[src/rtl/xbar_pkg.sv]
// rtl/xbar_pkg.sv - shared crossbar types
package xbar_pkg;

  // AW arbiter holds the W path for one burst after each grant
  typedef enum logic {
    ARB     = 1'b0,
    W_BURST = 1'b1
  } arb_state_t;

endpackage

[src/rtl/rr_select.sv]
// rtl/rr_select.sv - combinational round-robin picker
// Returns the first asserted request at or after ptr, wrapping modulo N.
module rr_select #(
  parameter int N = 2,
  parameter int W = 1
) (
  input  logic [N-1:0] req,
  input  logic [W-1:0] ptr,
  output logic         any,
  output logic [W-1:0] winner
);

  int idx;

  // Scan farthest-first so the closest request to ptr is the last one written
  always_comb begin
    any    = 1'b0;
    winner = '0;
    idx    = 0;
    for (int k = N - 1; k >= 0; k--) begin
      idx = int'(ptr) + k;
      if (idx >= N) idx = idx - N;
      if (req[idx]) begin
        any    = 1'b1;
        winner = W'(idx);
      end
    end
  end

endmodule

[src/rtl/addr_forward_arbiter.sv]
// rtl/addr_forward_arbiter.sv - per-slave address channel forward arbiter
// Round-robin grant of master address heads into one slave, with W-burst lock and outstanding cap.
module addr_forward_arbiter
  import xbar_pkg::*;
#(
  parameter int masters           = 2,
  parameter int slaves            = 2,
  parameter int i_am_slave_number = 0,
  parameter int WRITE_MODE        = 0,
  parameter int MAX_OUTSTANDING   = 8
) (
  input  logic                                 ACLK,
  input  logic                                 ARESET,
  input  logic                                 master_fifo_empty [0:masters-1],
  input  logic [$clog2(slaves)-1:0]            master_dest_slave [0:masters-1],
  input  logic                                 slave_fifo_full,
  input  logic                                 last_beat_accepted,
  input  logic                                 resp_done,
  output logic [$clog2(masters)-1:0]           grant_master_number,
  output logic                                 push_to_fifo,
  output logic                                 w_active,
  output logic [$clog2(masters)-1:0]           w_master_number,
  output logic [$clog2(MAX_OUTSTANDING+1)-1:0] outstanding
);

  localparam int MST_W = $clog2(masters);
  localparam int SLV_W = $clog2(slaves);
  localparam int OUT_W = $clog2(MAX_OUTSTANDING + 1);

  arb_state_t       state;
  logic [MST_W-1:0] rr_ptr;
  logic [MST_W-1:0] last_grant;
  logic [MST_W-1:0] w_master;
  logic [OUT_W-1:0] out_cnt;

  logic [masters-1:0] req;
  logic               req_any;
  logic [MST_W-1:0]   winner;
  logic [MST_W-1:0]   next_ptr;
  logic               push;
  logic               resp_eff;

  always_comb begin
    req = '0;
    for (int i = 0; i < masters; i++) begin
      req[i] = ~master_fifo_empty[i] & (master_dest_slave[i] == SLV_W'(i_am_slave_number));
    end
  end

  rr_select #(
    .N (masters),
    .W (MST_W)
  ) u_rr_select (
    .req    (req),
    .ptr    (rr_ptr),
    .any    (req_any),
    .winner (winner)
  );

  // Reset gates the grant so nothing is popped while state is being cleared
  assign push = req_any & ~slave_fifo_full & (state == ARB)
              & (out_cnt < OUT_W'(MAX_OUTSTANDING)) & ~ARESET;

  // A completion with nothing outstanding is spurious and dropped
  assign resp_eff = resp_done & (out_cnt != '0);
  assign next_ptr = (winner == MST_W'(masters - 1)) ? '0 : winner + 1'b1;

  always_ff @(posedge ACLK) begin
    if (ARESET) begin
      state      <= ARB;
      rr_ptr     <= '0;
      last_grant <= '0;
      w_master   <= '0;
      out_cnt    <= '0;
    end else begin
      if (push) begin
        rr_ptr     <= next_ptr;
        last_grant <= winner;
      end

      case ({push, resp_eff})
        2'b10:   out_cnt <= out_cnt + 1'b1;
        2'b01:   out_cnt <= out_cnt - 1'b1;
        default: out_cnt <= out_cnt;
      endcase

      if (WRITE_MODE != 0) begin
        case (state)
          ARB: begin
            if (push) begin
              state    <= W_BURST;
              w_master <= winner;
            end
          end
          W_BURST: begin
            if (last_beat_accepted) state <= ARB;
          end
          default: state <= ARB;
        endcase
      end
    end
  end

  assign push_to_fifo        = push;
  assign grant_master_number = push ? winner : last_grant;
  assign w_active            = (state == W_BURST);
  assign w_master_number     = w_master;
  assign outstanding         = out_cnt;

endmodule

[config.mk]
export PLATFORM = sky130hd
export DESIGN_NAME = addr_forward_arbiter
export DESIGN_NICKNAME = d
export VERILOG_FILES = /design/src/rtl/xbar_pkg.sv /design/src/rtl/rr_select.sv /design/src/rtl/addr_forward_arbiter.sv
export SDC_FILE = /design/constraint.sdc
export NUM_CORES = 1
export LEC_CHECK = 0
export CAP_MARGIN = 20
export CORE_AREA = 4 4 41 43
export CTS_CLUSTER_SIZE = 40
export DETAILED_ROUTE_END_ITERATION = 12
export DIE_AREA = 0 0 45 47
export GPL_TIMING_DRIVEN = 0
export SYNTH_ARGS = -nofsm -noshare
export SYNTH_HDL_FRONTEND = slang
export SYNTH_HIERARCHICAL = 1
export SYNTH_SLANG_ARGS = --single-unit
[constraint.sdc]
create_clock -name ACLK -period 2.3 [get_ports ACLK]
set_input_delay 0.46 -clock ACLK [delete_from_list [all_inputs] [get_ports ACLK]]
set_output_delay 0.46 -clock ACLK [all_outputs]
set_load 0.005 [all_outputs]
Yosys cells after proc, flatten, opt, wreduce, memory -nomap -nowiden

Cells that the tools add are included.

Bits in registers: 6
Output and inout bits: 8

Add/subtract/negate cells: 6
Magnitude comparators: 5
Equality and inequality tests: 2
Muxes and demuxes: 15
Bitwise operators: 12
Reductions and logical operators: 2

Operator list:

| kind                  | count |
|---|---|
| $lt 32x3->1 const B   | 2 |
| $mux 32               | 2 |
| $ge 32x3->1 const B   | 1 |
| $sub 32x3->32 const B | 1 |
| $mux 1                | 12 |
| $pmux 4 s2            | 1 |
| $and 1x1->1           | 6 |
| $not 1->1             | 6 |
| $add 4x1->4 const B   | 1 |
| $lt 4x4->1 const B    | 1 |
| $reduce_bool 4->1     | 1 |
| $sub 4x1->4 const B   | 1 |
| $sub 1x2->3 const B   | 1 |
| $add 1x1->2 const B   | 1 |
| $eq 2x1->1 const B    | 1 |
| $eq 2x2->1 const B    | 1 |
| $ge 1x2->1 const B    | 1 |
| $reduce_bool 2->1     | 1 |
| $add 1x1->1 const B   | 1 |

Depth between registers and ports, before layout

Word-level depth: 13
Depth in mapped cells: 11

Modules after synthesis

The synthesis kept the hierarchy.

Modules (own cells, without submodules):

| module               | instances | cells each | area an instance (um^2) | sequential area each (um^2) |
|---|---|---|---|---|
| addr_forward_arbiter | 1         | 42         | 389.1                   | 120.1 |
| rr_select            | 1         | 3          | 17.5                    | 0.0 |

Worst setup path before layout

OpenSTA, ideal clock, no wires.

Path type: input-to-reg
Start point: input master_fifo_empty[1] in the netlist's numbering
End point: register out_cnt[2] (netlist: outstanding[2])
Setup time: 0.070 ns
Arrival time: 2.294 ns
Data required time: 2.230 ns
Slack: -0.064 ns
Cell stages on the path: 11
Path through: nor2_1 or2_1 nor4b_4 inv_1 ha_1 xor2_1 ha_1 a21oi_1 xor2_1 or3_1 a21oi_1

Word-level cells in the longest chain between the ends: 12

Ends and longest elaborated chain:

| what                                            | RTL line                   | RTL |
|---|---|---|
| start: declaration                              | addr_forward_arbiter.sv:14 | `input logic master_fifo_empty [0:masters-1],` |
| $not 1->1 (*)                                   | addr_forward_arbiter.sv:46 | `req[i] = ~master_fifo_empty[i] & (master_dest_slave[i] == SLV_W'(i_am_slave_number));` |
| $and 1x1->1 (*)                                 | addr_forward_arbiter.sv:46 |  |
| $mux 1 (implied by the code) (3 in series)      | rr_select.sv:23            | `if (req[idx]) begin` |
| $mux 1                                          | rr_select.sv:23            |  |
| $mux 1 (*)                                      | rr_select.sv:23            |  |
| net req_any                                     | addr_forward_arbiter.sv:37 | `logic req_any;` |
| $and 1x1->1 (*)                                 | addr_forward_arbiter.sv:61 | `assign push = req_any & ~slave_fifo_full & (state == ARB)` |
| $and 1x1->1 (*) (2 in series)                   | addr_forward_arbiter.sv:62 | `& (out_cnt < OUT_W'(MAX_OUTSTANDING)) & ~ARESET;` |
| net push_to_fifo                                | addr_forward_arbiter.sv:20 | `output logic push_to_fifo,` |
| $eq 2x1->1 or $eq 2x2->1 (tied branches)        | addr_forward_arbiter.sv:81 | `case ({push, resp_eff})` |
| $pmux 4 s2 or $reduce_bool 2->1 (tied branches) | n/a                        |  |
| end signal: assignment                          | addr_forward_arbiter.sv:82 | `2'b10: out_cnt <= out_cnt + 1'b1;` |
| end signal: assignment                          | addr_forward_arbiter.sv:83 | `2'b01: out_cnt <= out_cnt - 1'b1;` |
| end signal: assignment                          | addr_forward_arbiter.sv:84 | `default: out_cnt <= out_cnt;` |
| end: declaration                                | addr_forward_arbiter.sv:34 | `logic [OUT_W-1:0] out_cnt;` |

The timed path passes the listed nets; every way through them passes the cells marked *. The select of a mux whose other input is x is not followed.
A chain may end at the register's enable or synchronous reset.

Final worst setup path

Start point: input ARESET
End point: output grant_master_number

Word-level cells in the longest chain between the ends: 3

Ends and longest elaborated chain:

| what               | RTL line                   | RTL |
|---|---|---|
| start: declaration | addr_forward_arbiter.sv:13 | `input logic ARESET,` |
| $not 1->1          | addr_forward_arbiter.sv:62 |  |
| $and 1x1->1        | addr_forward_arbiter.sv:62 |  |
| $mux 1             | n/a                        |  |
| end: declaration   | addr_forward_arbiter.sv:19 | `output logic [$clog2(masters)-1:0] grant_master_number,` |

Every way passes these cells.

==> summary.json <==
{
  "status": "finished, final reports clean",
  "grt-ovfl-total": 0,
  "synth.yosys.seq_area_share_pct": 29.54,
  "wl_per_cell_um": 10.69,
  "finalHoldViolations": 0,
  "instances_no_fill": 84,
  "number_of_antenna_violations_at_the_first_check_in_global_routing": 0,
  "synth_cell_type_count": 26,
  "holdCritPathClass": "reg2reg",
  "finalClockSkew_ns": 0.001849,
  "globalRouteTotalUtil_pct": 9.889,
  "clk_path_buf_depth": 2,
  "cts.sink_count": 6,
  "numPortBuffers": 13,
  "post_synth.cell_area_avg_um2": 9.036,
  "layout_commonest_cell": "buf_4",
  "cap_violations": 0,
  "drt.antenna.violating_nets": 0,
  "cts_clk_pin_slew_worst_paths_ns": 0.04,
  "layout.filler_cells": 140,
  "die_height_um": 47,
  "global_route_wire_length_before_repair_um": 1518,
  "data_required_critical_path_ns": 1.84,
  "critical_path.endpoint_type": "output port",
  "post_route_cells_drive_above_1_share_pct": 39.13,
  "synth_ff_type": "dfxtp_1",
  "powerDensity_mw_per_mm2": 800.1,
  "chipWidth_um": 45,
  "routed_via_density": 4.548,
  "dp_cells": 74,
  "wirelength_um": 898,
  "placement_row_count": 13,
  "placeableCoreArea_mm2": 0.001301,
  "setup_viol_count_final": 0,
  "detailed_place_hpwl_um": 663.2,
  "largest_net_degree_at_the_start_of_global_routing": 9,
  "dpl-instance-area_um2": 561.8,
  "yosys_warnings": 6,
  "worst_skew_pair.late_latency_ns": 0.23,
  "design_power_total_mw": 0.5195,
  "netlist_area_um2": 406.6,
  "cts-root-buf": "clkbuf_4",
  "hold-worst-slack_ns": 0.5032,
  "fin_ws_ns": 0.06598,
  "drt_iter0_markers": 3,
  "nNetsFinal": 83,
  "layout_common_cells": "buf_4 (9), dfxtp_1 (6), nor2_1 (5), clkdlybuf4s50_1 (5)",
  "pre_cts_slack_ns": -0.6448,
  "area_growth_synth_to_finish_pct": 59.69,
  "floorplan.die_area_mm2": 0.002115,
  "final.min_clock_period_ns": 2.234,
  "synth_seq_cells": 6,
  "achievable-frequency_mhz": 447.6,
  "first_pass_iters": 2,
  "gp_congestion": 0.6876,
  "register_to_register_setup_slack_ns": 0.18,
  "slew_viol_final": 0,
  "power_leakage_nw": 0.2994,
  "crit_path_start_kind": "input pin",
  "via_count_of_the_first_global_routing_pass": 349,
  "numCtsBuffers": 3,
  "detailroute.via_count": 382,
  "ctsHoldBuffers": 0,
  "initial_core_util_pct": 31.25,
  "cts_tree": "yes",
  "worst_ep_arrival_time_ns": 1.77,
  "ys_async_sr_fraction_pct": 0,
  "synth_edf_count": 0,
  "vdd_drop_max_mv": 0.4956,
  "synthesis.instances": 45,
  "cp_max_fo": 8,
  "ios": 17,
  "drc": 0,
  "insertedDiodeCount": 0,
  "worst-setup-path-type": "in2out",
  "finalCritPeriodShare_pct": 97.13,
  "htreeDepth": 1,
  "final_cell_area_um2": 649.4
}
==> kinds of logic after synthesis <==
| family | share of synthesized area (%) |
|---|---|
| other cells | 0.9222 |
| simple gates | 23.38 |
| xor+xnor | 6.463 |
| flops | 29.54 |
| buf+inv | 6.768 |
| compound gates | 14.77 |
| mux | 8.922 |
| fa+ha+maj | 9.232 |
==> report_power, final <==
group	switching [mW]	internal (mW)	leakage (nW)
Clock	0.0328	0.0587	0.0138
Sequential	0.0293	0.125	0.0487
Combinational	0.118	0.155	0.237
Total	0.180	0.339	0.299
==> state kept, by name (all words and copies together), names as in the netlist <==
| register | flops |
|---|---|
| outstanding | 4 |
| last_grant | 1 |
| rr_ptr | 1 |
==> worst max-delay path: stages <==
cell           delay [ns]
dlygate4sd2_1        0.34
nor4b_4              0.31
buf_4                0.16
buf_4                0.10
mux2_4               0.29
buf_6                0.12
==> per-layer routing <==
metal | vias to the layer above | wire length (um) | global-route usage (%)
met2 | 7 | 421 | 14.12
met5 | - | 0 | 0
met4 | 0 | 0 | 5.263
met3 | 0 | 45 | 1.533
li1 | 202 | - | -
met1 | 173 | 430 | 14.16
==> metrics by stage <==
step | TNS [ns] | utilization, %
after detailed placement | -2.009 | 43.17
after floorplan | 0 | -
final | 0 | 49.90
after CTS | 0 | 48.65
after global placement | -1.914 | 43.17
after global routing | -0.004345 | 49.90
==> area by class of cell <==
class	count	area, um^2	share of cell area, %
Inverter	2	7.507	1.156
Tap cell	15	18.77	2.890
Clock buffer	3	22.52	3.468
Multi-Input combinational cell	35	290.3	44.70
Buffer	3	20.02	3.083
Sequential cell	6	120.1	18.50
Timing Repair Buffer	20	170.2	26.20
==> path summary, 6_finish.rpt <==
| path | cells after the start | from | end |
|---|---|---|---|
| hold reg to reg | 2 | rr_ptr | rr_ptr |
| hold / removal | 2 | rr_ptr | rr_ptr |
| setup reg to reg | 8 | outstanding[0] | outstanding[2] |
| setup / recovery | 6 | ARESET | grant_master_number |
==> synthesized netlist by cell type (2+ instances only) <==
library cell  n  share of area [%]
a21oi_1       3                3.7
buf_4         2                3.7
dfxtp_1       6                 30
ha_1          3                9.2
inv_1         2                1.8
nor2_1        6                5.5
o21ai_0       2                2.5
xor2_1        3                6.5
==> repair_timing <==
item / CTS / global route
cloned: 0 / 0
setup buffers: 6 / 1
pin swaps: 8 / 9
setup endpoints to repair: 5 / 3
resized for setup: 16 / 9
No activity file was read; power rests on OpenSTA's default activity.
